File: src/rtl/calc_pkg.sv
// Shared definitions for the keypad front end and the calculator core:
// key code meanings, scan FSM encoding and small keypad helpers.
package calc_pkg;

  localparam logic [3:0] KEY_EQ  = 4'd10;
  localparam logic [3:0] KEY_CLR = 4'd11;
  localparam logic [3:0] KEY_ADD = 4'd12;
  localparam logic [3:0] KEY_SUB = 4'd13;
  localparam logic [3:0] KEY_MUL = 4'd14;
  localparam logic [3:0] KEY_DIV = 4'd15;

  typedef enum logic [2:0] {
    SCAN     = 3'd0,
    DEBOUNCE = 3'd1,
    PRESS    = 3'd2,
    HOLD     = 3'd3,
    RELEASE  = 3'd4
  } scan_state_t;

  // Code is 4*row + column, which is simply the two indices concatenated.
  function automatic logic [3:0] key_code(input logic [1:0] r, input logic [1:0] c);
    return {r, c};
  endfunction

  // Lowest-numbered low column wins when several keys share a row.
  function automatic logic [1:0] low_col(input logic [3:0] cols);
    logic [1:0] idx;
    idx = 2'd0;
    for (int i = 3; i >= 0; i--) begin
      if (!cols[i]) idx = 2'(i);
    end
    return idx;
  endfunction

  // Exactly one row driven low.
  function automatic logic [3:0] row_drive(input logic [1:0] r);
    return ~(4'b0001 << r);
  endfunction

endpackage

File: src/rtl/col_sync.sv
// Two-flop synchronizer for the asynchronous keypad column inputs.
// Resets to all-high so an idle (pulled-up) keypad is seen during reset.
module col_sync (
  input  logic       clk_i,
  input  logic       rst_i,
  input  logic [3:0] col_i,
  output logic [3:0] col_s_o
);

  logic [3:0] meta_q;
  logic [3:0] sync_q;

  // Two-stage capture of the raw column pins.
  always_ff @(posedge clk_i) begin
    if (rst_i) begin
      meta_q <= 4'hF;
      sync_q <= 4'hF;
    end else begin
      meta_q <= col_i;
      sync_q <= meta_q;
    end
  end

  assign col_s_o = sync_q;

endmodule

File: src/rtl/key_scan_ctrl.sv
// Keypad scanner: rotates a low row drive, debounces the first key found,
// emits one flag pulse per press and holds off until a debounced release.
//
// state    | meaning
// ---------+----------------------------------------------------------
// SCAN     | drive current row for the dwell time, sample on last cycle
// DEBOUNCE | row frozen, count stable-low cycles of the latched column
// PRESS    | one-cycle flag with the key code
// HOLD     | row frozen, wait for all columns high
// RELEASE  | count stable all-high cycles, then resume scanning
module key_scan_ctrl
  import calc_pkg::*;
#(
  parameter int SCAN_DWELL   = 4,
  parameter int DEBOUNCE_CYC = 20
) (
  input  logic       clk_1khz,
  input  logic       rst,
  input  logic [3:0] col,
  output logic [3:0] row,
  output logic [3:0] data,
  output logic       flag,
  output logic       key_held
);

  localparam int CNT_MAX = (SCAN_DWELL > DEBOUNCE_CYC) ? SCAN_DWELL : DEBOUNCE_CYC;
  localparam int CW      = $clog2(CNT_MAX + 1);

  localparam logic [CW-1:0] DWELL_LAST = CW'(SCAN_DWELL - 1);
  localparam logic [CW-1:0] DEB_LAST   = CW'(DEBOUNCE_CYC - 1);
  localparam logic [CW-1:0] CNT_SAT    = CW'(CNT_MAX);

  function automatic logic [CW-1:0] sat_inc(input logic [CW-1:0] x);
    return (x == CNT_SAT) ? x : x + 1'b1;
  endfunction

  logic [3:0]  col_s;
  scan_state_t state_q, state_d;
  logic [1:0]  row_idx_q, row_idx_d;
  logic [1:0]  col_idx_q, col_idx_d;
  logic [CW-1:0] dwell_q, dwell_d;
  logic [CW-1:0] deb_q, deb_d;
  logic [3:0]  data_q, data_d;

  col_sync u_col_sync (
    .clk_i   (clk_1khz),
    .rst_i   (rst),
    .col_i   (col),
    .col_s_o (col_s)
  );

  // State, row index, latched column, counters and key code registers.
  always_ff @(posedge clk_1khz) begin
    if (rst) begin
      state_q   <= SCAN;
      row_idx_q <= 2'd0;
      col_idx_q <= 2'd0;
      dwell_q   <= '0;
      deb_q     <= '0;
      data_q    <= 4'd0;
    end else begin
      state_q   <= state_d;
      row_idx_q <= row_idx_d;
      col_idx_q <= col_idx_d;
      dwell_q   <= dwell_d;
      deb_q     <= deb_d;
      data_q    <= data_d;
    end
  end

  // Next-state logic; counters fall back to zero whenever they are not counting.
  always_comb begin
    state_d   = state_q;
    row_idx_d = row_idx_q;
    col_idx_d = col_idx_q;
    dwell_d   = '0;
    deb_d     = '0;
    data_d    = data_q;

    case (state_q)
      SCAN: begin
        if (dwell_q >= DWELL_LAST) begin
          if (col_s != 4'hF) begin
            col_idx_d = low_col(col_s);
            state_d   = DEBOUNCE;
          end else begin
            row_idx_d = row_idx_q + 2'd1;
          end
        end else begin
          dwell_d = sat_inc(dwell_q);
        end
      end

      DEBOUNCE: begin
        if (!col_s[col_idx_q]) begin
          if (deb_q >= DEB_LAST) begin
            state_d = PRESS;
            data_d  = key_code(row_idx_q, col_idx_q);
          end else begin
            deb_d = sat_inc(deb_q);
          end
        end else begin
          row_idx_d = row_idx_q + 2'd1;
          state_d   = SCAN;
        end
      end

      PRESS: state_d = HOLD;

      HOLD: begin
        if (col_s == 4'hF) state_d = RELEASE;
      end

      RELEASE: begin
        if (col_s == 4'hF) begin
          if (deb_q >= DEB_LAST) begin
            state_d   = SCAN;
            row_idx_d = row_idx_q + 2'd1;
          end else begin
            deb_d = sat_inc(deb_q);
          end
        end else begin
          state_d = HOLD;
        end
      end

      default: begin
        state_d   = SCAN;
        row_idx_d = 2'd0;
      end
    endcase
  end

  assign row      = row_drive(row_idx_q);
  assign data     = data_q;
  assign flag     = (state_q == PRESS);
  assign key_held = (state_q == PRESS) || (state_q == HOLD) || (state_q == RELEASE);

endmodule

File: config.mk
export PLATFORM = sky130hd
export DESIGN_NAME = key_scan_ctrl
export DESIGN_NICKNAME = d
export VERILOG_FILES = /design/src/rtl/calc_pkg.sv /design/src/rtl/col_sync.sv /design/src/rtl/key_scan_ctrl.sv
export SDC_FILE = /design/constraint.sdc
export NUM_CORES = 1
export LEC_CHECK = 0
export CAP_MARGIN = 15
export CORE_UTILIZATION = 50
export CTS_CLUSTER_SIZE = 14
export DETAILED_ROUTE_END_ITERATION = 10
export PLACE_DENSITY = 0.76
export RECOVER_POWER = 50
export SLEW_MARGIN = 20
export SYNTH_ARGS = -nofsm -noshare
export SYNTH_HDL_FRONTEND = slang
export SYNTH_HIERARCHICAL = 1
export SYNTH_SLANG_ARGS = --single-unit
File: constraint.sdc
create_clock -name clk_1khz -period 2.5 [get_ports clk_1khz]
set_clock_uncertainty 0.15 [all_clocks]
set_input_delay 0.5 -clock clk_1khz [delete_from_list [all_inputs] [get_ports clk_1khz]]
set_output_delay 0.5 -clock clk_1khz [all_outputs]
set_load 0.02 [all_outputs]
**Yosys cells after proc, flatten, opt, wreduce, memory -nomap -nowiden**

Cells that the tools add are included.

- Output and inout port bits: 10
- Bits of input ports: 6
- Register bits: 29
- Logic and storage cells: 70

- Reduce and logical (&&, ||, !) cells: 9
- Muxes and demuxes: 25
- Eq/ne operators: 17
- Bitwise gates (word level): 4
- Add/sub/neg operators: 3
- Magnitude comparators: 3
- Shifts and indexed selects: 1

Operator list:

| operator | count |
|---|---|
| 3-bit 2-to-1 mux | 7 |
| 5-bit 2-to-1 mux | 4 |
| 2-bit 2-to-1 mux | 9 |
| 3-bit case mux with 5 select lines | 1 |
| 2-bit inequality test, second input constant | 7 |
| 5-bit by 1-bit adder with 5-bit output, second input constant | 2 |
| 5-bit equality test, second input constant | 2 |
| 5-bit case mux with 2 select lines | 1 |
| 2-bit case mux with 4 select lines | 1 |
| 3-bit by 2-bit equality test with 1-bit output, second input constant | 2 |
| 3-bit inequality test, second input constant | 2 |
| 3-bit AND reduction | 2 |
| 6-bit AND reduction | 1 |
| 5-bit by 2-bit greater-or-equal comparator with 1-bit output, second input constant | 1 |
| 5-bit greater-or-equal comparator, second input constant | 1 |
| 5-bit AND reduction | 1 |
| 4-bit equality test, second input constant | 1 |
| 4-bit inequality test, second input constant | 1 |
| 4-bit inverter | 1 |
| 1-bit by 2-bit << shifter with 4-bit output, first input constant | 1 |
| 3-bit by 1-bit equality test with 1-bit output, second input constant | 1 |
| 3-bit equality test, second input constant | 1 |
| 3-bit logical NOT | 1 |
| 2-bit by 3-bit < comparator with 1-bit output, second input constant | 1 |
| 7 further kinds | 10 |

**Logic depth before layout (Yosys ltp)**

Gate-level depths: netlist (run 1).

- Depth in word-level cells: 5
- Gate-level depth with buffers: 7
- Depth with buffers taken out: 7

**Cells and area by module**

Netlist (run 1), hierarchy kept.

By module, submodules not included:

| module | sequential area each (um2) | instances | cells each | area each (um2) |
|---|---|---|---|---|
| key_scan_ctrl | 420.4 | 1 | 135 | 1168.6 |
| col_sync | 160.2 | 1 | 16 | 210.2 |

**Least setup slack after synthesis (run 1)**

OpenSTA, ideal clock, no wires.

- Path type: register -> register
- Start: reg dwell_q[0]
- End: reg row_idx_q[0]
- Slack: 686 ps
- Stages on the path, launching flop included: 7
- Arrival: 1541 ps
- Cells stage by stage: dfxtp_1 -> ha_1 -> nor4_2 -> nand2_1 -> a221oi_1 -> a21boi_1 -> mux2_1

- Word-level cells in the longest chain between the ends: 3

Ends and longest elaborated chain:

| element | RTL line | RTL |
|---|---|---|
| from (decl) | key_scan_ctrl.sv:41 | `logic [CW-1:0] dwell_q, dwell_d;` |
| from (signal assigned) | key_scan_ctrl.sv:65 | `dwell_q <= dwell_d;` |
| 5-bit by 2-bit greater-or-equal comparator with 1-bit output | key_scan_ctrl.sv:82 | `if (dwell_q >= DWELL_LAST) begin` |
| 2-bit inequality test (no source line) | n/a |  |
| 6-bit AND reduction (no source line) | n/a |  |
| to (signal assigned) | key_scan_ctrl.sv:63 | `row_idx_q <= row_idx_d;` |
| to (decl) | key_scan_ctrl.sv:39 | `logic [1:0] row_idx_q, row_idx_d;` |

No other way between the ends.
A chain may end at the register's enable or synchronous reset.

**Final worst setup path (run 1)**

- Start: reg state_q[0]
- End: out key_held

- Word-level cells in the longest chain between the ends: 3
- Elaborated cells on any way between the ends: 5

Ends and longest elaborated chain:

| element | RTL line | RTL |
|---|---|---|
| from (decl) | key_scan_ctrl.sv:38 | `scan_state_t state_q, state_d;` |
| from (signal assigned) | key_scan_ctrl.sv:62 | `state_q <= state_d;` |
| 3-bit by 2-bit equality test with 1-bit output | key_scan_ctrl.sv:137 | `assign key_held = (state_q == PRESS) \|\| (state_q == HOLD) \|\| (state_q == RELEASE);` |
| 1-bit logical OR | key_scan_ctrl.sv:137 |  |
| 1-bit logical OR * | key_scan_ctrl.sv:137 |  |
| to (decl) | key_scan_ctrl.sv:23 | `output logic key_held` |

Every way passes the cells marked *; elsewhere a longest branch is shown, timed or not.

==> results of run 1 <==
state kept, by name, summed over array words and instances (netlist names):
signal              cells
dwell_q                 5
u_col_sync/col_s_o      4
state_q                 3
row_idx_q               2
u_col_sync/meta_q       4
deb_q                   5
data                    4
col_idx_q               2
logic make-up after synthesis:
logic type	Yosys count
muxes	9
other	1
AOI/OAI and AO/OA	23
xor gates and xnor gates	3
adders and majority gates	8
DFF	29
and+or+nand+nor	63
buffers and inverters	15
Yosys cell counts (all sizes together):
library cell,n,share of area
nor2,18,0.049
a21oi,5,0.021
nand4b,1,0.0064
or2,8,0.036
a31oi,2,0.0091
mux2i,8,0.058
o211ai,2,0.011
nand2,14,0.038
nand4,2,0.0091
mux2,1,0.0082
nor3b,1,0.0054
o41ai,1,0.0064
xor2,1,0.0064
o21a,1,0.0054
nand2b,2,0.0091
nor3,3,0.011
inv,11,0.030
ha,8,0.073
clkbuf,2,0.0054
or3,1,0.0045
a311oi,1,0.0064
a22oi,1,0.015
o31ai,1,0.0054
and3,1,0.0045
and2,2,0.0091
xnor2,2,0.013
o41a,1,0.0082
a221oi,1,0.0064
nor4,1,0.0091
nand3,4,0.015
nor4b,1,0.011
or4,1,0.0054
a21boi,2,0.011
dfxtp,29,0.42
and4bb,1,0.0091
and4,1,0.0064
buf,2,0.012
o21ai,2,0.0073
a211oi,2,0.011
o21bai,1,0.0054
nor2b,1,0.0045
conb,1,0.0027
metrics by stage:
step | hold slack (ns) | power, mW | std cells | setup WS (ns) | area [um2]
final | 0.2599 | 1.059 | 204 | 0.1368 | 1639
after CTS | 0.2653 | 1.075 | 204 | 0.04778 | 1650
after detailed placement | 0.2443 | 0.6767 | 196 | 0.4182 | 1565
after global routing | 0.2787 | 1.101 | 204 | 0.03706 | 1639
after floorplan | 0.2332 | 0.6181 | 153 | 0.6856 | 1386
after global placement | 0.2371 | 0.6680 | 196 | 0.4690 | 1565
power by group:
| group | switching [mW] | leakage, nW | internal, mW | total [mW] |
|---|---|---|---|---|
| registers | 0.0267 | 0.239 | 0.484 | 0.510 |
| clock network | 0.158 | 0.0455 | 0.239 | 0.396 |
| logic | 0.0796 | 0.379 | 0.0728 | 0.152 |
timing repair:
item                                    CTS  global route
resized for setup                         0             2
hold buffers                              0             0
endpoints found under the setup margin    0             2
worst paths after layout:
kind | from | end | slack (ns)
worst max-delay path | state_q[0] | key_held | 0.14
worst min-delay path | u_col_sync/meta_q[3] | u_col_sync/col_s_o[3] | 0.26
worst max register to register | dwell_q[0] | row_idx_q[0] | 0.31
worst min register to register | u_col_sync/meta_q[3] | u_col_sync/col_s_o[3] | 0.26
per-layer routing:
metal,vias to the layer above,share of wire,GRT usage
li1,562,-,-
met1,519,0.45,0.2186
met2,18,0.49,0.3415
met3,8,0.029,0.05000
met4,0,0.023,0.1282
met5,-,0,0
final cells by class:
cell class	count	area, um2
clock inverters	1	30.03
well taps	30	37.54
clock buffers	7	55.05
flip-flops and latches	29	583.1
multi-input cells	109	734.5
inverters	11	41.29
fillers	231	905.9
repair buffers	17	157.7
==> results.cfg, run 1 <==
[routing]
num_vias = 1107
drt-total-wl_um = 2527
routedWlPerCell_um = 12.39
drtIter0Drc = 23
vias_per_cell = 5.426
drcViolationCount = 0
firstDrtPassIters = 7
antenna_left = 0

[timing]
drv_slew = 0
finalSetupTns_ns = 0
final_hold_viol_count = 0
min_period_ns = 2.363
rsz0062_at_grt = no
setup_viol = 0
fin_crit_sh = 0.9453
timing.fmax_mhz = 423.2

[yosys]
synth-compound-area-share = 0.1289
synthCells = 151
synth_top_family_by_area = simple AND/OR/NAND/NOR gates
synth_xor_area_frac = 0.01906
yosys.area_share.simple = 0.2423
synth_cell_types = 45
ys_seq_area_frac = 0.4211
yosys_warnings = 6
synthMuxAreaShare = 0.06624
avgSynthCellArea_um2 = 9.131
synth-seq-cells = 29
synth_fa_ha_area_frac = 0.07260
synthesis.area_um2 = 1379

[clock_tree]
cts_sinks = 29
worstSkewPairLatency_ns = 0.32
clkSlewWorstSetupHoldPaths_ns = 0.09
postCtsSetupBuffers = 0
cts_max_path_buffers = 2
numCtsBuffers = 5
htreeDepth = 2
cts_root_buf = clkbuf_4
cts_tree = built

[floorplan]
start_util = 0.5418
rows = 18
die_x_um = 54.52
fp.dieArea_um2 = 2972
core_um2 = 2545
pin_count = 16
die_height_um = 54.52

[cells_and_area]
fin_nets = 187
syn2layout_area_growth_pct = 18.87
layout_common_cells = dfxtp_1 (27), nor2_1 (18), nand2_1 (14), inv_1 (11), clkdlybuf4s50_1 (11)
drive_gt1_frac = 0.06897
n_antenna_cell = 0
final_common_cell = dfxtp_1
fin_util = 0.6441

[setup_path]
crit_chain = nor2_1 > nand2_1 > nand2_1 > clkdlybuf4s50_1
cp_num_cells = 4
path_common_cell = nand2_1
cp-start-kind = flip-flop
crit_buf_inv = 1
worstSetupPathType = reg -> out
end_kind = output pin
critical_path.top_delay_family = buffers and inverters
arrival_ns = 1.71
worstRegToRegCells = 6
cp_slowest_cell = clkdlybuf4s50_1
critPathMaxStageDelay_ns = 0.59
critPathMaxFanout = 11
required_ns = 1.85

[worst_hold_path]
hold_depth = 1
min_path_type = reg -> reg

[placement]
port_buffers = 15
dp_hpwl_um = 1896
gp_congestion = 0.8518

[run_status]
status = completed

[power_and_ir_drop]
power_density_nw_per_um2 = 646.3
power_leakage_nw = 0.6637
irDropWorstVdd_v = 0.0004663

[run]
drv_cap = 0

[global_routing]
overflow = 0
grt_usage = 0.2001
grt_max_degree = 17
antenna_found_initial = 0
grt_pass1_wl_um = 4064
first_global_vias = 997
Power figures use the tool's default switching activity.
==> inputs of run 2 (changes only) <==
Settings changed: SKIP_CTS_REPAIR_TIMING from default to 1, SLEW_MARGIN 20 to 0.
==> results of run 2 <==
The final DEF is identical to that of run 1; final timing and power are the same.
==> inputs of run 3 (changes only) <==
Settings changed: CAP_MARGIN 15 to 20.
==> results of run 3 <==
The final DEF is identical to that of run 1; final timing and power are the same.
==> RTL change (config.mk and constraints of run 1) <==
Set the parameter `DEBOUNCE_CYC` to 30 (it was 20).
--- a/src/rtl/key_scan_ctrl.sv
+++ b/src/rtl/key_scan_ctrl.sv
@@ -13,5 +13,5 @@
 #(
   parameter int SCAN_DWELL   = 4,
-  parameter int DEBOUNCE_CYC = 20
+  parameter int DEBOUNCE_CYC = 30
 ) (
   input  logic       clk_1khz,
Check against the original RTL: no difference found for any inputs over 10 cycles, from zero or initial values and one cycle with rst high; that may be too few to reach the edited logic, so the function may still have changed.
==> RTL change against run 1 <==
Utilization shrank 1.7 points; total power shrank 13%; setup slack better by 0.012 ns; design area shrank 2.7%; synthesized area shrank 0.18%; sequential cell count unchanged; die area down 0.18%; wire length down 4.7%; via count decreased by 3.3%.
==> RTL change: results (changes against run 1) <==
- The met2 track demand over resource in global routing is 0.3130 (-0.02846).
- The capture endpoint of the worst hold path is u_col_sync/col_s_o[0]$_SDFF_PP1_.
- The start of the worst register-to-register path is state_q[0]$_SDFFE_PP0P_.
- The reported net switching power is 0.0002401 W (-9.1%).
- The run finished with clean final reports.
- The final weighted congestion in routability-driven placement is 0.8172 (-4.1%).
- The via count of the first global-routing pass was 930 (-6.7%).
- The maximum fanout along the worst path is 9 (-2).
- The maximum vdd ir drop was 0.4350 mV (-6.7%).
- The estimated wirelength of the detail-placed design was 1.871 mm (-1.3%).
- The total iterations of the first detailed-routing run came to 5 (-2).
- The count of cells along the worst register-to-register path is 5 (-1).
- The post-layout net count is 183 (-2.1%).
- The sum of routed wire segments on met1 is 1.074 mm (-6.4%).
- The via count is 1071 (-3.3%).
- The average wire per cell in the routed design was 12.16 um (-1.9%).
- The number of design-rule violations left by the first detailed-router iteration came to 18 (-22%).
- The met3 track utilization from global routing came to 0.08056 (+0.03056).
- The power consumed by sequential cells is 0.000505 W (-1%).
- The worst slack after detailed placement is 0.2658 ns (-0.1524 ns).
- The placed instance count is 191 (-2.6%).
- The area after detailed placement was 1550 um^2 (-0.96%).
- By count the netlist is led by sky130_fd_sc_hd__dfxtp_1, sky130_fd_sc_hd__nor2_1, sky130_fd_sc_hd__inv_1.
- The cell count after synthesis is 147 (-2.6%).
- The combinational logic power is 0.000144 W (-5%).
- The largest net degree at the start of global routing is 16 (-1).
- The total wirelength of the detailed-routed design came to 2.407 mm (-4.7%).
- The number of library cell types mapped by synthesis came to 46 (+2.2%).
- The endpoint identified for the worst register-to-register timing path is deb_q[4]$_SDFF_PP0_.
- The clock reaches the later pin of the worst-skew pair after 0.31 ns.
- The largest single stage delay on the critical path is 0.60 ns.
- The final hold slack is 0.2611 ns (+0.001175 ns).
- The routed wire length on met3 came to 93 um (+26%).
- The internal cell power is 0.0006860 W (-14%).
- The global router's overall resource usage came to 0.1951 (-0.004994).
- The met1 capacity usage during global routing is 0.2296 (+0.01095).
- The fraction of layout cells with a size suffix above 1 was 0.08929 (+0.02032).
- The global-route wire length before repair is 3.974 mm (-2.2%).
- The worst hold path begins at u_col_sync/meta_q[0]$_SDFF_PP1_.
- The leakage power of the design came to 0.6358 nW (-4.2%).
- The sequential cell area fraction in the yosys report is 0.4218 (+0.0007656).
## RTL change: layout make-up
cell class	instances	area, um^2
Fill cell	230	949.7
Multi-Input combinational cell	104	719.4
Sequential cell	29	581.8
Timing Repair Buffer	17	160.2
Clock buffer	7	55.05
Inverter	11	41.29
Tap cell	30	37.54
## RTL change: what timing repair did
| action | in CTS | in global routing |
|---|---|---|
| hold endpoints to repair | 0 | 0 |
| gates resized for setup | 1 | 1 |
| endpoints found under the setup margin | 1 | 1 |
## RTL change: worst max-delay path: cells and delay by family, from the launching register on
| family | cells | cell delay [ns] |
|---|---|---|
| buf+inv | 1 | 0.60 |
| flops | 1 | 0.51 |
| simple gates | 2 | 0.28 |
## RTL change: worst max path at each step
| stage | startpoint | end | slack [ns] | depth (start not counted) |
|---|---|---|---|---|
| CTS | state_q[1]$_SDFFE_PP0P_ | key_held | 0.005 | 3 |
| finish | state_q[1]$_SDFFE_PP0P_ | flag | 0.15 | 3 |
| global route | state_q[1]$_SDFFE_PP0P_ | flag | 0.02 | 3 |
| floorplan | deb_q[0]$_SDFF_PP0_ | row_idx_q[0]$_SDFFE_PP0P_ | 0.66 | 6 |
| global placement | state_q[2]$_SDFFE_PP0P_ | key_held | 0.32 | 3 |
| detailed placement | state_q[2]$_SDFFE_PP0P_ | key_held | 0.27 | 3 |
## RTL change: logic make-up after synthesis
| logic type | Yosys count | share of synthesized area |
|---|---|---|
| and+or+nand+nor | 60 | 0.2482 |
| DFF | 29 | 0.4218 |
| buffers and inverters | 16 | 0.05635 |
| other | 1 | 0.002725 |
| adders and majority gates | 9 | 0.08182 |
| xor gates and xnor gates | 3 | 0.01909 |
| muxes | 10 | 0.07364 |
| AOI/OAI and AO/OA | 19 | 0.09637 |
